==> config.mk <==
export PLATFORM = sky130hd
export DESIGN_NAME = hsc_ddr2_pattern_tester
export DESIGN_NICKNAME = d
export VERILOG_FILES = /design/src/rtl/hsc_ddr2_pkg.sv /design/src/rtl/hsc_pattern_gen.sv /design/src/rtl/hsc_ddr2_pattern_tester.sv
export SDC_FILE = /design/constraint.sdc
export NUM_CORES = 1
export LEC_CHECK = 0
export ABC_AREA = 0
export BUFFER_PORTS_ARGS = -buffer_cell sky130_fd_sc_hd__buf_2
export CAP_MARGIN = 20
export CORE_MARGIN = 2
export CORE_UTILIZATION = 52
export DETAILED_ROUTE_END_ITERATION = 10
export PLACE_DENSITY = 0.72
export SYNTH_ARGS = -nofsm -noshare
export SYNTH_HDL_FRONTEND = slang
export SYNTH_HIERARCHICAL = 1
export SYNTH_SLANG_ARGS = --single-unit
export TNS_END_PERCENT = 50
==> constraint.sdc <==
create_clock -name clk -period 3.1 [get_ports clk]
set_clock_uncertainty 0.2 [all_clocks]
set_input_delay 0.62 -clock clk [delete_from_list [all_inputs] [get_ports clk]]
set_output_delay 0.62 -clock clk [all_outputs]
set_load 0.03 [all_outputs]
==> src/rtl/hsc_ddr2_pkg.sv <==
// Shared constants and helpers for the DDR2 pattern tester slice.
package hsc_ddr2_pkg;

  // Tester state encoding
  localparam logic [3:0] S_IDLE  = 4'd0;
  localparam logic [3:0] S_WLOAD = 4'd1;
  localparam logic [3:0] S_WRITE = 4'd2;
  localparam logic [3:0] S_DRAIN = 4'd3;
  localparam logic [3:0] S_RLOAD = 4'd4;
  localparam logic [3:0] S_READ  = 4'd5;
  localparam logic [3:0] S_DONE  = 4'd6;

  typedef enum logic [3:0] {
    ST_IDLE  = S_IDLE,
    ST_WLOAD = S_WLOAD,
    ST_WRITE = S_WRITE,
    ST_DRAIN = S_DRAIN,
    ST_RLOAD = S_RLOAD,
    ST_READ  = S_READ,
    ST_DONE  = S_DONE
  } state_e;

  // Galois taps for x^32 + x^22 + x^2 + x + 1, right-shifting form
  localparam logic [31:0] LFSR_TAPS = 32'h8020_0003;

  // Pattern modes
  localparam logic PAT_INC  = 1'b0;
  localparam logic PAT_LFSR = 1'b1;

  function automatic logic [31:0] lfsr_step(input logic [31:0] s);
    return (s >> 1) ^ (s[0] ? LFSR_TAPS : 32'h0000_0000);
  endfunction

  // An all-zero seed would lock the LFSR, so it is replaced by 1
  function automatic logic [31:0] seed_fix(input logic [31:0] s);
    return (s == 32'h0000_0000) ? 32'h0000_0001 : s;
  endfunction

endpackage

==> src/rtl/hsc_pattern_gen.sv <==
// Pattern word generator: incrementing index or Galois LFSR.
// One instance drives the writer, an independent one regenerates for the checker.
module hsc_pattern_gen
  import hsc_ddr2_pkg::*;
(
  input  logic        clk,
  input  logic        rst_n,
  input  logic        load,
  input  logic        enable,
  input  logic [31:0] seed,
  input  logic        mode,
  output logic [31:0] word
);

  logic [23:0] cnt_q, cnt_d;
  logic [31:0] lfsr_q, lfsr_d;

  // Next index / LFSR state: load restarts the sequence, enable steps it
  always_comb begin
    cnt_d  = cnt_q;
    lfsr_d = lfsr_q;
    if (load) begin
      cnt_d  = 24'd0;
      lfsr_d = seed_fix(seed);
    end else if (enable) begin
      cnt_d  = cnt_q + 24'd1;
      lfsr_d = lfsr_step(lfsr_q);
    end else begin
      cnt_d  = cnt_q;
      lfsr_d = lfsr_q;
    end
  end

  // Generator state registers
  always_ff @(posedge clk or negedge rst_n) begin
    if (!rst_n) begin
      cnt_q  <= 24'd0;
      lfsr_q <= 32'h0000_0001;
    end else begin
      cnt_q  <= cnt_d;
      lfsr_q <= lfsr_d;
    end
  end

  assign word = (mode == PAT_LFSR) ? lfsr_q : {8'h00, cnt_q};

endmodule

==> src/rtl/hsc_ddr2_pattern_tester.sv <==
// DDR2 path pattern tester: writes LEN pattern words through the write FIFO,
// waits for the write path to drain, reads them back and checks each word.
module hsc_ddr2_pattern_tester
  import hsc_ddr2_pkg::*;
#(
  parameter logic [31:0] SEED      = 32'hACE1_2019,
  parameter int unsigned RD_LAT    = 1,
  parameter int unsigned DRAIN_CYC = 1024,
  parameter int unsigned LOAD_CYC  = 4
) (
  input  logic        clk,
  input  logic        rst_n,
  input  logic        start,
  input  logic        mode,
  input  logic [23:0] len,
  input  logic        wr_full,
  input  logic        rd_avail,
  output logic        wr_req,
  output logic [31:0] wr_data,
  output logic        wr_load,
  output logic        rd_req,
  input  logic [31:0] rd_data,
  output logic        rd_load,
  output logic        busy,
  output logic        done,
  output logic        pass,
  output logic [15:0] err_cnt,
  output logic [23:0] first_err_idx
);

  // Load phase: LOAD_CYC pulse cycles followed by two quiet cycles
  localparam logic [23:0] LOAD_W     = 24'(LOAD_CYC);
  localparam logic [23:0] LOAD_LAST  = 24'(LOAD_CYC + 32'd1);
  localparam logic [23:0] DRAIN_LAST = 24'(DRAIN_CYC - 32'd1);
  localparam logic [23:0] NO_ERR     = 24'hFF_FFFF;

  state_e      state_q, state_d;
  logic        mode_q, mode_d;
  logic [23:0] len_q, len_d;
  logic [23:0] wr_idx_q, wr_idx_d;
  logic [23:0] rq_idx_q, rq_idx_d;
  logic [23:0] chk_idx_q, chk_idx_d;
  logic [23:0] cnt_q, cnt_d;
  logic [15:0] err_cnt_q, err_cnt_d;
  logic [23:0] first_err_idx_q, first_err_idx_d;
  logic        busy_q, busy_d;
  logic        done_q, done_d;
  logic        pass_q, pass_d;
  logic        wr_load_q, wr_load_d;
  logic        rd_load_q, rd_load_d;
  logic [RD_LAT-1:0]       vld_q, vld_d;
  logic [RD_LAT-1:0][31:0] exp_q, exp_d;

  logic        wr_push_s;
  logic        rd_pop_s;
  logic        cmp_s;
  logic        mism_s;
  logic [31:0] wr_word_s;
  logic [31:0] rd_word_s;

  assign wr_push_s = (state_q == ST_WRITE) && (wr_idx_q != len_q) && !wr_full;
  assign rd_pop_s  = (state_q == ST_READ) && (rq_idx_q != len_q) && rd_avail;
  assign cmp_s     = (state_q == ST_READ) && vld_q[RD_LAT-1];
  assign mism_s    = cmp_s && (rd_data != exp_q[RD_LAT-1]);

  hsc_pattern_gen u_wr_gen (
    .clk    (clk),
    .rst_n  (rst_n),
    .load   (state_q == ST_WLOAD),
    .enable (wr_push_s),
    .seed   (SEED),
    .mode   (mode_q),
    .word   (wr_word_s)
  );

  hsc_pattern_gen u_rd_gen (
    .clk    (clk),
    .rst_n  (rst_n),
    .load   (state_q == ST_RLOAD),
    .enable (rd_pop_s),
    .seed   (SEED),
    .mode   (mode_q),
    .word   (rd_word_s)
  );

  // Sequencer next-state, counters, check pipeline and output decode
  always_comb begin
    state_d         = state_q;
    mode_d          = mode_q;
    len_d           = len_q;
    wr_idx_d        = wr_idx_q;
    rq_idx_d        = rq_idx_q;
    chk_idx_d       = chk_idx_q;
    cnt_d           = cnt_q;
    err_cnt_d       = err_cnt_q;
    first_err_idx_d = first_err_idx_q;

    case (state_q)
      ST_IDLE, ST_DONE: begin
        if (start) begin
          mode_d          = mode;
          len_d           = len;
          wr_idx_d        = 24'd0;
          rq_idx_d        = 24'd0;
          chk_idx_d       = 24'd0;
          cnt_d           = 24'd0;
          err_cnt_d       = 16'd0;
          first_err_idx_d = NO_ERR;
          if (len == 24'd0) begin
            state_d = ST_DONE;
          end else begin
            state_d = ST_WLOAD;
          end
        end else begin
          state_d = state_q;
        end
      end
      ST_WLOAD: begin
        if (cnt_q == LOAD_LAST) begin
          state_d = ST_WRITE;
          cnt_d   = 24'd0;
        end else begin
          cnt_d = cnt_q + 24'd1;
        end
      end
      ST_WRITE: begin
        if (wr_idx_q == len_q) begin
          state_d = ST_DRAIN;
          cnt_d   = 24'd0;
        end else if (wr_push_s) begin
          wr_idx_d = wr_idx_q + 24'd1;
        end else begin
          wr_idx_d = wr_idx_q;
        end
      end
      ST_DRAIN: begin
        if (cnt_q == DRAIN_LAST) begin
          state_d = ST_RLOAD;
          cnt_d   = 24'd0;
        end else begin
          cnt_d = cnt_q + 24'd1;
        end
      end
      ST_RLOAD: begin
        if (cnt_q == LOAD_LAST) begin
          state_d = ST_READ;
          cnt_d   = 24'd0;
        end else begin
          cnt_d = cnt_q + 24'd1;
        end
      end
      ST_READ: begin
        if (rd_pop_s) begin
          rq_idx_d = rq_idx_q + 24'd1;
        end else begin
          rq_idx_d = rq_idx_q;
        end
        if (cmp_s) begin
          chk_idx_d = chk_idx_q + 24'd1;
        end else begin
          chk_idx_d = chk_idx_q;
        end
        if (mism_s) begin
          if (err_cnt_q != 16'hFFFF) begin
            err_cnt_d = err_cnt_q + 16'd1;
          end else begin
            err_cnt_d = err_cnt_q;
          end
          if (first_err_idx_q == NO_ERR) begin
            first_err_idx_d = chk_idx_q;
          end else begin
            first_err_idx_d = first_err_idx_q;
          end
        end else begin
          err_cnt_d = err_cnt_q;
        end
        if (chk_idx_q == len_q) begin
          state_d = ST_DONE;
        end else begin
          state_d = ST_READ;
        end
      end
      default: begin
        state_d = ST_IDLE;
      end
    endcase

    // Expected word travels alongside the pop so it lines up with rd_data
    vld_d    = vld_q;
    exp_d    = exp_q;
    vld_d[0] = rd_pop_s;
    exp_d[0] = rd_word_s;
    for (int i = 1; i < int'(RD_LAT); i++) begin
      vld_d[i] = vld_q[i-1];
      exp_d[i] = exp_q[i-1];
    end

    wr_load_d = (state_d == ST_WLOAD) && (cnt_d < LOAD_W);
    rd_load_d = (state_d == ST_RLOAD) && (cnt_d < LOAD_W);
    busy_d    = (state_d != ST_IDLE) && (state_d != ST_DONE);
    done_d    = (state_d == ST_DONE);
    pass_d    = done_d && (err_cnt_d == 16'd0);
  end

  // Sequencer and status registers
  always_ff @(posedge clk or negedge rst_n) begin
    if (!rst_n) begin
      state_q         <= ST_IDLE;
      mode_q          <= PAT_INC;
      len_q           <= 24'd0;
      wr_idx_q        <= 24'd0;
      rq_idx_q        <= 24'd0;
      chk_idx_q       <= 24'd0;
      cnt_q           <= 24'd0;
      err_cnt_q       <= 16'd0;
      first_err_idx_q <= NO_ERR;
      busy_q          <= 1'b0;
      done_q          <= 1'b0;
      pass_q          <= 1'b0;
      wr_load_q       <= 1'b0;
      rd_load_q       <= 1'b0;
      vld_q           <= {RD_LAT{1'b0}};
      exp_q           <= {RD_LAT{32'h0000_0000}};
    end else begin
      state_q         <= state_d;
      mode_q          <= mode_d;
      len_q           <= len_d;
      wr_idx_q        <= wr_idx_d;
      rq_idx_q        <= rq_idx_d;
      chk_idx_q       <= chk_idx_d;
      cnt_q           <= cnt_d;
      err_cnt_q       <= err_cnt_d;
      first_err_idx_q <= first_err_idx_d;
      busy_q          <= busy_d;
      done_q          <= done_d;
      pass_q          <= pass_d;
      wr_load_q       <= wr_load_d;
      rd_load_q       <= rd_load_d;
      vld_q           <= vld_d;
      exp_q           <= exp_d;
    end
  end

  // FIFO handshakes follow the live full/avail flags so no push or pop is lost
  assign wr_req        = wr_push_s;
  assign wr_data       = (state_q == ST_WRITE) ? wr_word_s : 32'h0000_0000;
  assign rd_req        = rd_pop_s;
  assign wr_load       = wr_load_q;
  assign rd_load       = rd_load_q;
  assign busy          = busy_q;
  assign done          = done_q;
  assign pass          = pass_q;
  assign err_cnt       = err_cnt_q;
  assign first_err_idx = first_err_idx_q;

endmodule

==> out/qor.csv, run 1 <==
metric;value;unit
Core Rows;66;
Finished Layout Cells;2707;
Critical Path Sink Type;primary output;
sequential cell fraction of total power;43.7;%
total of max-cap violations;0;
commonest non-fill, non-tap cell in the layout;dfrtp_1;
DR vias/cell;5.54;
first-pass GRT wire length;76600;um
Final Hold Violating Endpoints;0;
FF-to-FF path depth;11;
Longest Clk Path Bufs;3;
via count;15000;
clock root cell;clkbuf_16;
vias in the first global route;14600;
setup tns final;-0.163;ns
share of layout cells above drive strength 1;22.3;%
Placer Congestion;0.941;
beginning of the critical path;len_q[23]$_DFFE_PN0P_;
initial antenna violation count;0;
worst setup margin;-0.128;ns
unrepaired setup endpoints after global routing;true;
Syn Area/Cell;9.34;um2
Slew HR;53.6;%
Tot GR Track Use;27.0;%
Comb power frac;14.2;%
period utilization;104;%
Ports;141;
Routed WL;47100;um
CP startpoint kind;flip-flop;
Final ANT Viol Nets;0;
TritonRoute pass-1 iters;5;
min Tclk post-route;3.23;ns
clock share of power;42.1;%
ys async rst share;100;%
failing checks;setup timing;
status;finished, violations left;
power per standard cell area;485;mW/mm2
post-synthesis sequential element count;315;
slowest cell delay on critical path;0.39;ns
CTS Buf Count;36;
Sink Count;315;
final setup fails;2;
die width;186;um
CP Data Arrival Time;2.41;ns
crit-path cells;xor2_1 > nor4_2 > nand4_1 > buf_4 > o21ai_4 > inv_2 > buf_6 > buf_8;
Unique masters post-synth;84;
initial core utilization;53.0;%
switching share of power;26.5;%
worst r2r src;len_q[10]$_DFFE_PN0P_;
net load switching power;2.77;mW
height of the die;186;um
Fmax achieved;310;MHz
DRC Markers;0;
Clk Latency, worst-skew pair;0.53;ns
Slew Viols, Final;0;
HP Start;len[15];
peak supply drop;0.000343;V
Worst-Margin Slew;0.695;ns
DR WL/cell;17.4;um
area added between synthesis and finish;24.4;%
Crit-path slowest cell;dfrtp_1;
prevailing post-synth register cell;dfrtp_1;
CP max FO;4;
CTS tree;yes;
initial DRC count;1175;
kind of critical path;reg2out;
post-synthesis cell count;1853;
ant diodes;0;
dpl cells;2633;
clock-pin slew on the worst setup and hold paths;0.06;ns
Final HPWL DP;33400;um
largest net degree at the start of global routing;82;
min-delay worst type;in2reg;
full die area;0.0347;mm2
Post-layout nets;2308;
Post-synth EDFFs;0;
commonest cells after routing, fill and taps aside;288 x dfrtp_1, 243 x nand2_1, 175 x buf_4;
leakage;10.2;nW
GR Overflow Total;0;
Core ar.;0.0326;mm2
fill count;2656;
Final Util;66.0;%
worst slack, placed;-0.0670;ns
R2R setup slack;-0.03;ns
htree depth;2;
total number of yosys warnings;6;
Port-buffer cells;140;
Critical R2R Capture;rd_load$_DFF_PN0_;
synthesized cell area;0.0173;mm2
sequential share of the synthesized area;45.7;%
Critical Path Sink;wr_req;
internal power;7.67;mW
Worst EP required;2.28;ns
## worst max-delay path, delay by kind of cell, from the launching register on
family / cells / cell delay, ns
AO/OA/AOI/OAI: 1 / 0.15
XOR/XNOR: 1 / 0.18
buffers and inverters: 4 / 0.56
flip-flops: 1 / 0.39
AND/OR/NAND/NOR: 2 / 0.60
## metal layers
metal	wire [um]	global-route usage [%]	share of wire, %
met2	21800	42.9	46
met1	20400	36.6	43
met3	3070	4.80	6.5
met4	1820	11.4	3.9
met5	0	0	0
## cell type report
cell class / count / area (um2) / area share, %
multi-input cells: 1505 / 9380 / 43.6
flip-flops and latches: 315 / 7920 / 36.8
repair buffers: 326 / 2230 / 10.4
clock buffers: 53 / 1080 / 5.01
well taps: 442 / 553 / 2.57
inverters: 54 / 203 / 0.942
clock inverters: 12 / 155 / 0.721
## repair_timing
| action | in CTS | in global routing |
|---|---|---|
| buffers inserted | 3 | 5 |
| gates resized for setup | 11 | 21 |
| hold endpoints to repair | 49 | 0 |
| pin swaps | 7 | 11 |
| hold buffers | 1 | 0 |
| endpoints found under the setup margin | 3 | 26 |
## worst min-delay path by stage
stage	cells after the start	end	slack, ns
floorplan	0	busy$_DFF_PN0_	0.12
global placement	2	first_err_idx[21]$_DFFE_PN1P_	0.26
detailed placement	2	first_err_idx[13]$_DFFE_PN1P_	0.26
CTS	3	mode_q$_DFFE_PN0P_	0.10
global route	3	len_q[12]$_DFFE_PN0P_	0.11
finish	3	len_q[15]$_DFFE_PN0P_	0.11
## state kept, by name, summed over array words and instances (netlist names)
register,flops
len_q,24
vld_q,1
done,1
first_err_idx,24
wr_load,1
wr_idx_q,24
pass,1
u_rd_gen/cnt_q,24
chk_idx_q,24
u_wr_gen/cnt_q,24
busy,1
u_rd_gen/lfsr_q,32
cnt_q,24
mode_q,1
u_wr_gen/lfsr_q,32
err_cnt,16
exp_q,32
rq_idx_q,24
state_q,4
rd_load,1
## cell usage after synthesis, types with 4 or more instances
cell        n  area, um2
a21oi_1    72        360
a22oi_1     7       52.6
a31oi_1     4       25.0
and2_1     59        369
and3_1     20        125
and4_1     17        149
buf_1       4       15.0
buf_2      22        110
clkbuf_1   73        274
dfrtp_1   289       7230
dfstp_2    26        683
ha_1        8        100
inv_1      53        199
mux2_2     46        518
mux2i_1    67        671
nand2_1   244        916
nand2b_1    6       37.5
nand3_1    58        290
nand4_1    59        369
nor2_1    124        465
nor2b_1     4       25.0
nor3_1     54        270
nor4_1     50        313
nor4b_1     4       35.0
o211ai_1    9       67.6
o21ai_0   123        616
o21ai_1     4       20.0
o31ai_1    23        173
o41ai_1     6       52.6
or3_1      29        181
or4_1      13       97.6
xnor2_1    58        508
xor2_1    137       1200
## per-stage QoR
step / cell area, um2 / hold WS [ns] / power (mW)
after floorplan: 17800 / 0.124 / 5.37
after global placement: 20100 / 0.256 / 6.01
after detailed placement: 20100 / 0.259 / 6.05
after CTS: 21400 / 0.104 / 10.5
after global routing: 21500 / 0.115 / 10.9
final: 21500 / 0.109 / 10.4
## cell families (layout without fill, tap and decap cells)
| kind of cell | after synthesis | count (layout) | share of synthesized area [%] |
|---|---|---|---|
| mux | 113 | 113 | 6.87 |
| flops | 315 | 315 | 45.7 |
| buf+inv | 158 | 445 | 3.70 |
| compound gates | 289 | 289 | 10.2 |
| xor+xnor | 195 | 195 | 9.87 |
| fa+ha+maj | 8 | 8 | 0.579 |
| other cells | 2 | 127 | 0.0434 |
| simple gates | 773 | 773 | 23.0 |
## power by group through the flow
stage          Sequential, mW  Clock [mW]  Combinational (mW)
6_report                 4.56        4.40                1.48
2_1_floorplan            4.61           0               0.760
3_5_place_dp             4.63           0                1.42
4_1_cts                  4.56        4.46                1.44
3_3_place_gp             4.62           0                1.39
5_1_grt                  4.60        4.64                1.62
No activity file was read; power rests on OpenSTA's default activity.
==> run 2, diff against run 1 <==
--- a/config.mk
+++ b/config.mk
@@ -6,14 +6,12 @@
 export NUM_CORES = 1
 export LEC_CHECK = 0
 export ABC_AREA = 0
-export BUFFER_PORTS_ARGS = -buffer_cell sky130_fd_sc_hd__buf_2
 export CAP_MARGIN = 20
-export CORE_MARGIN = 2
 export CORE_UTILIZATION = 52
 export DETAILED_ROUTE_END_ITERATION = 10
-export PLACE_DENSITY = 0.72
+export DONT_BUFFER_PORTS = 1
+export PLACE_DENSITY = 0.68
 export SYNTH_ARGS = -nofsm -noshare
 export SYNTH_HDL_FRONTEND = slang
-export SYNTH_HIERARCHICAL = 1
 export SYNTH_SLANG_ARGS = --single-unit
 export TNS_END_PERCENT = 50
==> out/qor.csv, run 2 <==
metric;value;unit
status;finished, violations left;
failing checks;hold timing, setup timing;
Post-layout nets;2001;
initial antenna violation count;0;
Post-Synth Adder-Cell Area;0.617;%
sequential share of the synthesized area;48.8;%
TritonRoute pass-1 iters;5;
CP startpoint kind;flip-flop;
Slew Viols, Final;0;
Critical Path Sink Type;flip-flop;
cts hold-fix bufs;8;
Sink Count;315;
post-synthesis net count;1850;
CP max FO;5;
kind of critical path;reg2reg;
routing usage on met3;4.90;%
worst r2r src;wr_idx_q[7]$_DFFE_PN0P_;
R2R setup slack;-0.12;ns
DR WL/cell;18.5;um
worst slack, placed;-0.0933;ns
Tot GR Track Use;27.5;%
internal power;7.64;mW
area added between synthesis and finish;20.1;%
CP Data Arrival Time;3.45;ns
grt met2 use;44.2;%
GR Overflow Total;0;
beginning of the critical path;wr_idx_q[7]$_DFFE_PN0P_;
height of the die;179;um
period utilization;104;%
ranking of synthesized cells by area;dfrtp_1 45%, nand2_1 6.6%, xnor2_1 5.5%;
cell taking the most area after synthesis;dfrtp_1;
share of layout cells above drive strength 1;17.7;%
total number of yosys warnings;0;
sequential cell fraction of total power;43.9;%
Routed WL;43600;um
final setup fails;3;
ys async rst share;100;%
Port-buffer cells;0;
post-synthesis xor/xnor area fraction;10.8;%
most used routing layer;met2;
Slew HR;6.60;%
post-synthesis cell count;1780;
mux contribution to synthesized area;3.34;%
biggest regs;exp_q (32), u_rd_gen.lfsr_q (32), u_wr_gen.lfsr_q (32);
fill count;2550;
vias in the first global route;13100;
Longest Clk Path Bufs;3;
Syn Area/Cell;9.12;um2
min-delay worst type;in2async;
simple-gate share of the synthesized area;22.3;%
die width;179;um
Ports;141;
Final HPWL DP;29500;um
largest family of logic cells by synthesized area;simple AND/OR/NAND/NOR gates;
unrepaired setup endpoints after global routing;true;
DRC Markers;0;
Worst EP required;3.32;ns
full die area;0.0319;mm2
commonest non-fill, non-tap cell in the layout;dfrtp_1;
Core ar.;0.0307;mm2
clock root cell;clkbuf_16;
htree depth;2;
Clk Latency, worst-skew pair;0.52;ns
Comb power frac;13.5;%
total of max-cap violations;0;
CTS tree;yes;
Placer Congestion;0.926;
Core Rows;64;
worst setup margin;-0.124;ns
switching share of power;25.2;%
via count;13600;
CTS Buf Count;36;
DR vias/cell;5.79;
Worst-Margin Slew;1.40;ns
top-count cell post-synth;dfrtp_1;
Post-synth EDFFs;0;
clock share of power;42.6;%
min Tclk post-route;3.22;ns
Critical R2R Capture;wr_load$_DFF_PN0_;
synthesized cell area;0.0162;mm2
most frequent cells after synthesis;289 x dfrtp_1, 284 x nand2_1, 181 x nor2_1, 117 x o21ai_0, 102 x xnor2_1;
first-pass GRT wire length;69000;um
Fmax achieved;310;MHz
FF-to-FF path depth;9;
Final ANT Viol Nets;0;
prevailing post-synth register cell;dfrtp_1;
peak supply drop;0.000437;V
Final Hold Violating Endpoints;313;
post-synthesis sequential element count;315;
post-synth top area share;44.5;%
leakage;8.85;nW
Compound-Gate Fraction of Synth Area;10.8;%
Unique masters post-synth;70;
clock-pin slew on the worst setup and hold paths;0.06;ns
ant diodes;0;
largest net degree at the start of global routing;316;
net load switching power;2.58;mW
power per standard cell area;524;mW/mm2
initial core utilization;52.9;%
initial DRC count;1042;
commonest cells after routing, fill and taps aside;285 x dfrtp_1, 284 x nand2_1, 183 x buf_4;
Pwr Total;10.2;mW
M1 GR Usage;37.5;%
Hold WS;-0.389;ns
run 2: cell count changes in the layout (fill, tap and decap cells not counted), moves of 39 or more:
| cell | before | now |
|---|---|---|
| xor2_1 | 137 | 98 |
| buf_2 | 137 | 0 |
| conb_1 | 127 | 1 |
| nor2_1 | 123 | 178 |
| xnor2_1 | 57 | 99 |
| and2_1 | 58 | 17 |
| mux2i_1 | 67 | 26 |
| nand2_1 | 243 | 284 |
run 2: layout make-up:
cell class / instances / area [um2] / share of cell area (%)
Timing Repair Buffer: 201 / 1660 / 8.50
Clock buffer: 58 / 1140 / 5.83
Tap cell: 396 / 495 / 2.54
Clock inverter: 7 / 98.8 / 0.507
Inverter: 54 / 210 / 1.08
Sequential cell: 315 / 7920 / 40.6
Multi-Input combinational cell: 1323 / 7980 / 40.9
run 2: timing repair:
item,4_1_cts,5_1_grt
endpoints found under the hold margin,323,315
endpoints found under the setup margin,4,18
cloned,3,1
setup buffers,2,8
resized for setup,21,16
pin swaps,6,8
run 2: power groups by stage:
stage               registers, mW  clock network [mW]  logic, mW
finish                       4.49                4.35       1.38
global route                 4.51                4.59       1.48
CTS                          4.49                4.42       1.35
detailed placement           4.56                   0       1.30
global placement             4.55                   0       1.28
floorplan                    4.57                   0      0.796
run 2: worst max-delay path by stage:
stage | cells past startpoint | slack (ns) | to
6_report | 9 | -0.12 | wr_load$_DFF_PN0_
5_1_grt | 9 | -0.23 | wr_load$_DFF_PN0_
4_1_cts | 9 | -0.12 | wr_load$_DFF_PN0_
3_5_place_dp | 8 | -0.09 | wr_load$_DFF_PN0_
3_3_place_gp | 9 | -0.03 | pass$_DFF_PN0_
2_1_floorplan | 10 | -0.04 | wr_load$_DFF_PN0_
run 2: kinds of logic (layout without fill, tap and decap cells):
| logic type | Yosys count | count (layout) |
|---|---|---|
| other | 1 | 1 |
| AOI/OAI and AO/OA | 285 | 285 |
| adders and majority gates | 8 | 8 |
| and+or+nand+nor | 777 | 778 |
| muxes | 51 | 51 |
| buffers and inverters | 143 | 320 |
| xor gates and xnor gates | 200 | 200 |
| DFF | 315 | 315 |
run 2: routing by layer:
metal	vias up	part of all wire (%)	routed length, um
li1	6423	-	-
met1	6674	44	19100
met2	432	47	20400
met3	101	5.9	2560
met4	0	3.5	1520
met5	-	0	0
run 2: through the flow:
| step | cell area (um2) | cells | utilization (%) | hold slack (ns) | TNS [ns] |
|---|---|---|---|---|---|
| global route | 19500 | 2354 | 63.6 | -0.413 | -0.633 |
| global placement | 17800 | 2267 | 58.1 | 0.134 | -0.0459 |
| detailed placement | 17800 | 2267 | 58.1 | 0.135 | -0.207 |
| finish | 19500 | 2354 | 63.6 | -0.389 | -0.211 |
| CTS | 19400 | 2345 | 63.1 | -0.417 | -0.271 |
| floorplan | 16300 | 1780 | - | 0.124 | -0.0889 |
run 2: critical path, stage by stage, from the launching register on:
cell and delay, ns:
dfrtp_1 0.40, xor2_1 0.19, nor4_2 0.33, nand4_1 0.20
buf_4 0.19, o21a_4 0.23, a22o_1 0.24, or4_1 0.52
or4_4 0.45, nor3b_2 0.18
